`src/rtl/mem_io_bridge_if.sv`:
```
// CPU byte-bus bundle between the cpu top and mem_io_bridge.
// The master drives address/data/write strobe; the slave answers with read data and back-pressure.
interface mem_io_bridge_if;
    logic [31:0] cpu_mem_a;
    logic [7:0]  cpu_mem_dout;
    logic        cpu_mem_wr;
    logic [7:0]  cpu_mem_din;
    logic        io_buffer_full;

    modport master (
        output cpu_mem_a,
        output cpu_mem_dout,
        output cpu_mem_wr,
        input  cpu_mem_din,
        input  io_buffer_full
    );

    modport slave (
        input  cpu_mem_a,
        input  cpu_mem_dout,
        input  cpu_mem_wr,
        output cpu_mem_din,
        output io_buffer_full
    );
endinterface

```
`src/rtl/mem_io_bridge.sv`:
```
// Decodes the cpu byte bus into block RAM and memory-mapped I/O (UART RX/TX, cycle counter, stop).
// Read data appears one cycle after the read address; UART output is buffered in a small TX FIFO.
module mem_io_bridge #(
    parameter int RAM_AW      = 17,
    parameter int FIFO_AW     = 4,
    parameter int FULL_MARGIN = 2
) (
    input  logic              clk_in,
    input  logic              rst_in,
    input  logic              rdy_in,
    mem_io_bridge_if.slave    cpu,
    output logic [RAM_AW-1:0] ram_a,
    output logic [7:0]        ram_din,
    output logic              ram_we,
    input  logic [7:0]        ram_dout,
    input  logic              rx_valid,
    input  logic [7:0]        rx_data,
    output logic              rx_pop,
    output logic              tx_valid,
    output logic [7:0]        tx_data,
    input  logic              tx_ready,
    output logic              program_stop,
    output logic              tx_overflow
);
    localparam int DEPTH        = 1 << FIFO_AW;
    localparam int DEPTH_I      = DEPTH;
    localparam int FULL_LEVEL_I = DEPTH - FULL_MARGIN;
    localparam logic [FIFO_AW:0] DEPTH_V    = DEPTH_I[FIFO_AW:0];
    localparam logic [FIFO_AW:0] FULL_LEVEL = FULL_LEVEL_I[FIFO_AW:0];

    typedef enum logic [2:0] {
        SEL_RAM  = 3'd0,
        SEL_RX   = 3'd1,
        SEL_CNT0 = 3'd2,
        SEL_CNT1 = 3'd3,
        SEL_CNT2 = 3'd4,
        SEL_CNT3 = 3'd5,
        SEL_ZERO = 3'd6
    } rd_sel_e;

    logic [17:0] addr;
    logic        is_io, rd_acc, wr_acc, is_tx_addr, is_stop_addr;

    assign addr         = cpu.cpu_mem_a[17:0];
    assign is_io        = (addr[17:16] == 2'b11);
    assign is_tx_addr   = (addr == 18'h30000);
    assign is_stop_addr = (addr == 18'h30004);
    assign rd_acc       = rdy_in && !rst_in && !cpu.cpu_mem_wr;
    assign wr_acc       = rdy_in && !rst_in && cpu.cpu_mem_wr;

    assign ram_a   = cpu.cpu_mem_a[RAM_AW-1:0];
    assign ram_din = cpu.cpu_mem_dout;
    assign ram_we  = wr_acc && !is_io;
    assign rx_pop  = rd_acc && is_tx_addr && rx_valid;

    rd_sel_e     rd_sel_q, rd_sel_d;
    logic        rd_pend_q;
    logic [7:0]  din_hold_q, rx_byte_q, rd_byte, din_w;
    logic [31:0] cnt_q, snap_q;
    logic [7:0]  snap_byte [4];

    for (genvar gi = 0; gi < 4; gi++) begin : g_snap
        assign snap_byte[gi] = snap_q[8*gi +: 8];
    end

    always_comb begin
        rd_sel_d = rd_sel_q;
        if (rd_acc) begin
            if (!is_io) begin
                rd_sel_d = SEL_RAM;
            end else begin
                case (addr)
                    18'h30000: rd_sel_d = SEL_RX;
                    18'h30004: rd_sel_d = SEL_CNT0;
                    18'h30005: rd_sel_d = SEL_CNT1;
                    18'h30006: rd_sel_d = SEL_CNT2;
                    18'h30007: rd_sel_d = SEL_CNT3;
                    default:   rd_sel_d = SEL_ZERO;
                endcase
            end
        end
    end

    always_comb begin
        rd_byte = 8'h00;
        case (rd_sel_q)
            SEL_RAM:  rd_byte = ram_dout;
            SEL_RX:   rd_byte = rx_byte_q;
            SEL_CNT0: rd_byte = snap_byte[0];
            SEL_CNT1: rd_byte = snap_byte[1];
            SEL_CNT2: rd_byte = snap_byte[2];
            SEL_CNT3: rd_byte = snap_byte[3];
            default:  rd_byte = 8'h00;
        endcase
    end

    // Only the cycle right after an accepted read shows fresh data; otherwise the last value is held.
    assign din_w           = rd_pend_q ? rd_byte : din_hold_q;
    assign cpu.cpu_mem_din = din_w;

    logic [7:0]         fifo_mem [DEPTH];
    logic [FIFO_AW-1:0] wptr_q, rptr_q;
    logic [FIFO_AW:0]   count_q, count_d;
    logic [7:0]         tx_last_q, push_byte;
    logic               buf_full_q, stop_q, ovf_q;
    logic               push_req, push_ok, pop, fifo_full;

    assign fifo_full = (count_q == DEPTH_V);
    assign tx_valid  = (count_q != '0);
    assign pop       = tx_valid && tx_ready;
    // The stop byte is queued only by the first stop write.
    assign push_req  = wr_acc && ((is_tx_addr && cpu.cpu_mem_dout != 8'h00) ||
                                  (is_stop_addr && !stop_q));
    assign push_byte = is_stop_addr ? 8'h00 : cpu.cpu_mem_dout;
    assign push_ok   = push_req && (!fifo_full || pop);

    always_comb begin
        count_d = count_q;
        case ({push_ok, pop})
            2'b10:   count_d = count_q + 1'b1;
            2'b01:   count_d = count_q - 1'b1;
            default: count_d = count_q;
        endcase
    end

    assign tx_data            = tx_valid ? fifo_mem[rptr_q] : tx_last_q;
    assign cpu.io_buffer_full = buf_full_q;
    assign program_stop       = stop_q;
    assign tx_overflow        = ovf_q;

    always_ff @(posedge clk_in) begin
        if (push_ok) begin
            fifo_mem[wptr_q] <= push_byte;
        end
    end

    always_ff @(posedge clk_in) begin
        if (rst_in) begin
            rd_sel_q   <= SEL_RAM;
            rd_pend_q  <= 1'b0;
            din_hold_q <= 8'h00;
            rx_byte_q  <= 8'h00;
            snap_q     <= 32'd0;
            cnt_q      <= 32'd0;
            wptr_q     <= '0;
            rptr_q     <= '0;
            count_q    <= '0;
            buf_full_q <= 1'b0;
            tx_last_q  <= 8'h00;
            stop_q     <= 1'b0;
            ovf_q      <= 1'b0;
        end else begin
            rd_sel_q   <= rd_sel_d;
            rd_pend_q  <= rd_acc;
            din_hold_q <= din_w;
            if (rd_acc && is_tx_addr) begin
                rx_byte_q <= rx_valid ? rx_data : 8'h00;
            end
            if (rd_acc && is_stop_addr) begin
                snap_q <= cnt_q;
            end
            if (rdy_in) begin
                cnt_q <= cnt_q + 32'd1;
            end
            if (push_ok) begin
                wptr_q <= wptr_q + 1'b1;
            end
            if (pop) begin
                rptr_q    <= rptr_q + 1'b1;
                tx_last_q <= fifo_mem[rptr_q];
            end
            count_q    <= count_d;
            buf_full_q <= (count_d >= FULL_LEVEL);
            if (wr_acc && is_stop_addr) begin
                stop_q <= 1'b1;
            end
            if (push_req && !push_ok) begin
                ovf_q <= 1'b1;
            end
        end
    end
endmodule

```
`src/flat_wrapper.sv`:
```
// flat-port wrapper written by rule: the top's interface ports become plain ports
module mem_io_bridge_flat 
#(
    parameter int RAM_AW      = 17,
    parameter int FIFO_AW     = 4,
    parameter int FULL_MARGIN = 2
)
  (clk_in, rst_in, rdy_in, ram_a, ram_din, ram_we, ram_dout, rx_valid, rx_data, rx_pop, tx_valid, tx_data, tx_ready, program_stop, tx_overflow, cpu_cpu_mem_a, cpu_cpu_mem_dout, cpu_cpu_mem_wr, cpu_cpu_mem_din, cpu_io_buffer_full);
  mem_io_bridge_if cpu_i ();
  input  logic clk_in;
  input  logic rst_in;
  input  logic rdy_in;
  output logic [RAM_AW-1:0] ram_a;
  output logic [7:0] ram_din;
  output logic ram_we;
  input  logic [7:0] ram_dout;
  input  logic rx_valid;
  input  logic [7:0] rx_data;
  output logic rx_pop;
  output logic tx_valid;
  output logic [7:0] tx_data;
  input  logic tx_ready;
  output logic program_stop;
  output logic tx_overflow;
  input wire logic [$bits(cpu_i.cpu_mem_a)-1:0] cpu_cpu_mem_a;
  input wire logic [$bits(cpu_i.cpu_mem_dout)-1:0] cpu_cpu_mem_dout;
  input wire logic [$bits(cpu_i.cpu_mem_wr)-1:0] cpu_cpu_mem_wr;
  output wire logic [$bits(cpu_i.cpu_mem_din)-1:0] cpu_cpu_mem_din;
  output wire logic [$bits(cpu_i.io_buffer_full)-1:0] cpu_io_buffer_full;
  assign cpu_i.cpu_mem_a = cpu_cpu_mem_a;
  assign cpu_i.cpu_mem_dout = cpu_cpu_mem_dout;
  assign cpu_i.cpu_mem_wr = cpu_cpu_mem_wr;
  assign cpu_cpu_mem_din = cpu_i.cpu_mem_din;
  assign cpu_io_buffer_full = cpu_i.io_buffer_full;
  mem_io_bridge #(.RAM_AW(RAM_AW), .FIFO_AW(FIFO_AW), .FULL_MARGIN(FULL_MARGIN)) u_core (.clk_in(clk_in), .rst_in(rst_in), .rdy_in(rdy_in), .cpu(cpu_i), .ram_a(ram_a), .ram_din(ram_din), .ram_we(ram_we), .ram_dout(ram_dout), .rx_valid(rx_valid), .rx_data(rx_data), .rx_pop(rx_pop), .tx_valid(tx_valid), .tx_data(tx_data), .tx_ready(tx_ready), .program_stop(program_stop), .tx_overflow(tx_overflow));
endmodule
```
`config.mk`:
```
export PLATFORM = sky130hd
export DESIGN_NAME = mem_io_bridge_flat
export DESIGN_NICKNAME = d
export VERILOG_FILES = /design/src/rtl/mem_io_bridge_if.sv /design/src/rtl/mem_io_bridge.sv /design/src/flat_wrapper.sv
export SDC_FILE = /design/constraint.sdc
export NUM_CORES = 1
export LEC_CHECK = 0
export CORE_MARGIN = 2
export CORE_UTILIZATION = 40
export CTS_CLUSTER_DIAMETER = 120
export DETAILED_ROUTE_END_ITERATION = 6
export HOLD_SLACK_MARGIN = 0.05
export PLACE_DENSITY = 0.68
export SETUP_SLACK_MARGIN = 0.3
export SYNTH_ARGS = -nofsm -noshare
export SYNTH_HDL_FRONTEND = slang
export SYNTH_SLANG_ARGS = --single-unit
```
`constraint.sdc`:
```
create_clock -name clk_in -period 2.6 [get_ports clk_in]
set_input_delay 0.39 -clock clk_in [delete_from_list [all_inputs] [get_ports clk_in]]
set_output_delay 0.39 -clock clk_in [all_outputs]
set_load 0.02 [all_outputs]
```
==> impl_results.md <==
* Outcome: finished with violations
* Failing checks: setup timing
* Starting Density at 41.04%
* Pin count of the biggest net entering global routing at 67
* RSZ-0062 raised after global routing: yes
* First-pass GRT wire length at 40050 um
* Placed inst area at 12160 sq um
* Worst R2R End: u_core.cpu.io_buffer_full
* Actual slew at the worst max-slew pin at 0.6786 ns
* Fraction of layout instances using a drive strength above 1 at about a third
* Clock Sinks at 240
* Initial antenna violation count at 0
* Max frequency at 0.3271 GHz
* Slew HR at 54.76%
* CP bufs+invs at 3
* Critical path launch point type: flip-flop
* Arr. time, crit path at 2.67 ns
* Met2 Use GR at 31.34%
* VDD IR-drop max at 0.6613 mV
* Final count of negative-setup-slack endpoints at 10
* Yosys warning count at 0
* Min-Delay Endpoint: u_core.program_stop
* Worst EP required at 2.21 ns
* Synthesized area at 10390 sq um
* Worst setup margin at -0.4576 ns
* Die X-Extent at 165.2 um
* CTS Hold Bufs at 0
* Slew Limit Fails at 0
* Synthesis-to-layout area growth at 35.74%
* Drt first pass iters at 5
* Drt wl/cell at roughly 19 um
* Setup Crit Path Kind: reg2out
* PortBufs at 94
* HP Start: cpu_cpu_mem_wr
* Post-route minimum period at 3.058 ns
* Period utilization at 117.6%
* H-tree levels at 1
* GR Overflow Total at 0
* Core area at roughly 25000 sq um
* P_leak at around 4.8 nW
* First DRT Iteration DRCs at 628
* Worst Path Max Fanout at 5
* Setup Skew at 0.008893 ns
* Avg Cell Area, Syn at 12.07 sq um
* Sequential area share after synthesis at 58.55%
* Setup WS pre-CTS at -0.7251 ns
* #FFs+latches synth at 240
* MaxCap Viol Count at 0
* Hpwl dp at 16560 um
* Final weighted congestion in routability-driven placement at between 0.8 and 0.9
* Skew-Pair Late Insertion Delay at 0.51 ns
* GR met1 Demand/Resource at 25.41%
* Synth async-reset ratio at 0%
* Post-route cell area at 14110 sq um
* Clock transition at path regs at about 0.06 ns
* CP max stage cell: mux4_2
* Hold Crit Depth at 4
* Sum of negative setup slack at -3.367 ns
* FF-to-FF path depth at 11
* CTS root buf: clkbuf_16
* Die height at 165.2 um
* GRT Max-Usage Layer: met2
* Longest Clk Path Bufs at 3
* Final hold viol count at 0
* Critical Path, Cell by Cell: buf_6 -> buf_16 -> mux4_2 -> mux4_2 -> mux2_4 -> buf_6
* Antenna Nets Post-Route at 0
* CP top delay family: multiplexers
* Syn_nets at 933
* Worst setup EP type: output port
* TritonCTS clock tree: built
* DRT Wirelength at 25960 um
* Largest stage delay, worst path at 0.52 ns
* PD cells at 809.2 nW/um^2
* Most frequent cells in the layout: edfxtp_1 (128), nand2_1 (110), dfxtp_1 (105)
* Number of diodes at 0
* HP Class: in2reg
* Tot GR Track Use at a little under a fifth
* Commonest non-fill, non-tap cell in the layout: edfxtp_1
* Worst r2r src: u_core.count_q[2]
* DIE AREA at 27290 sq um
* TritonCTS buffer count at 25
* Total number of vias at 7389
* Syn Inst Count at 861
* Ports at 109
* Via density at between 5 and 6
* Post-synth EDFFs at ~130
* Unique masters post-synth at 55
* Ys flop type: edfxtp_1
* Nets at 1119
* Flop-to-flop setup slack at -0.08 ns
* Row cnt at 58
* Drt drc at 0
* Met3 usage at 3.297%
* Vias in the first global route at 7384
worst min-delay path, cell delays in order:
cell            delay (ns)
dlymetal6s2s_1        0.11
buf_4                 0.12
a31oi_1               0.07
nor2_1                0.07
power breakdown:
group | switching [mW] | internal (mW) | total (mW) | leakage (nW)
Clock | 1.37 | 1.86 | 3.23 | 0.346
Combinational | 1.77 | 2.19 | 3.96 | 2.41
Sequential | 0.116 | 4.11 | 4.23 | 2.06
cells in the mapped netlist (3+ instances only):
library cell | number | area, sq um
o221ai_1 | 9 | 78.83
nor2_1 | 56 | 210.2
mux4_2 | 43 | 968.4
clkbuf_1 | 37 | 138.9
nor2b_1 | 11 | 68.82
a21oi_1 | 70 | 350.3
a22oi_1 | 8 | 60.06
mux2_2 | 17 | 191.4
o21a_1 | 10 | 75.07
buf_2 | 5 | 25.02
mux2i_1 | 7 | 70.07
inv_1 | 16 | 60.06
or3_1 | 6 | 37.54
dfxtp_1 | 112 | 2242
and4_1 | 8 | 70.07
and3_1 | 6 | 37.54
xnor2_1 | 23 | 201.4
o21ai_0 | 10 | 50.05
edfxtp_1 | 128 | 3844
ha_1 | 9 | 112.6
buf_4 | 28 | 210.2
nand2b_1 | 5 | 31.28
and2_1 | 13 | 81.33
nand3b_1 | 3 | 22.52
nand3_1 | 21 | 105.1
nand4_1 | 13 | 81.33
nand2_1 | 114 | 427.9
nor3_1 | 23 | 115.1
nor4_1 | 11 | 68.82
xor2_1 | 7 | 61.31
buf_1 | 5 | 18.77
through the flow:
stage / hold slack [ns] / util [%] / power, mW / instances
after floorplan: 0.4284 / - / 6.069 / 861
after global placement: 0.4377 / 48.01 / 7.216 / 1297
after detailed placement: 0.4416 / 48.01 / 7.254 / 1297
after CTS: 0.4453 / 54.38 / 11.06 / 1375
after global routing: 0.3086 / 55.71 / 11.88 / 1391
final: 0.2880 / 55.71 / 11.42 / 1391
flip-flops by register name, indices dropped and copies added (netlist names), 4 cells and up, named ones only:
name,cells
u_core.wptr_q,4
u_core.din_hold_q,8
u_core.tx_last_q,8
u_core.rptr_q,4
u_core.fifo_mem,128
u_core.cnt_q,32
u_core.snap_q,32
u_core.count_q,5
u_core.rx_byte_q,8
how the worst max path moves through the flow:
| stage | end | startpoint | slack [ns] | cells after the start |
|---|---|---|---|---|
| detailed placement | u_core.cpu.io_buffer_full | cpu_cpu_mem_a[5] | -0.73 | 13 |
| CTS | tx_data[1] | flip-flop | -0.46 | 6 |
| floorplan | u_core.fifo_mem[1][0] | rdy_in | -0.003 | 7 |
| global placement | u_core.cpu.io_buffer_full | cpu_cpu_mem_a[5] | -0.63 | 13 |
| finish | tx_data[6] | flip-flop | -0.46 | 6 |
| global route | tx_data[6] | flip-flop | -0.50 | 6 |
cells by family after synthesis:
kind of cell / count (synthesis) / share of synthesized area [%]
muxes: 68 / 11.94
xor gates and xnor gates: 30 / 2.528
and+or+nand+nor: 301 / 14.05
AOI/OAI and AO/OA: 118 / 7.079
DFF: 240 / 58.55
buffers and inverters: 94 / 4.574
adders and majority gates: 10 / 1.276
final cells by class:
type,instances,area [sq um]
fill,2012,11220
sequential,240,6100
multi-input combinational,527,4431
timing repair buffer,236,2375
clock buffer,34,659.4
tap,330,412.9
inverter,17,68.82
clock inverter,7,62.56
metal layers:
metal / up-vias / routed length [um]
li1: 3501 / -
met1: 3628 / 11280
met2: 207 / 12650
met3: 53 / 1409
met4: 0 / 619
met5: - / 0
what timing repair did:
| item | 4_1_cts | 5_1_grt |
|---|---|---|
| buffers inserted | 34 | 16 |
| gates cloned | 3 | 0 |
| hold endpoints to repair | 0 | 0 |
| setup endpoints to repair | 151 | 150 |
| resized for setup | 253 | 74 |
| pin swaps | 37 | 27 |
Power figures use the tool's default switching activity.
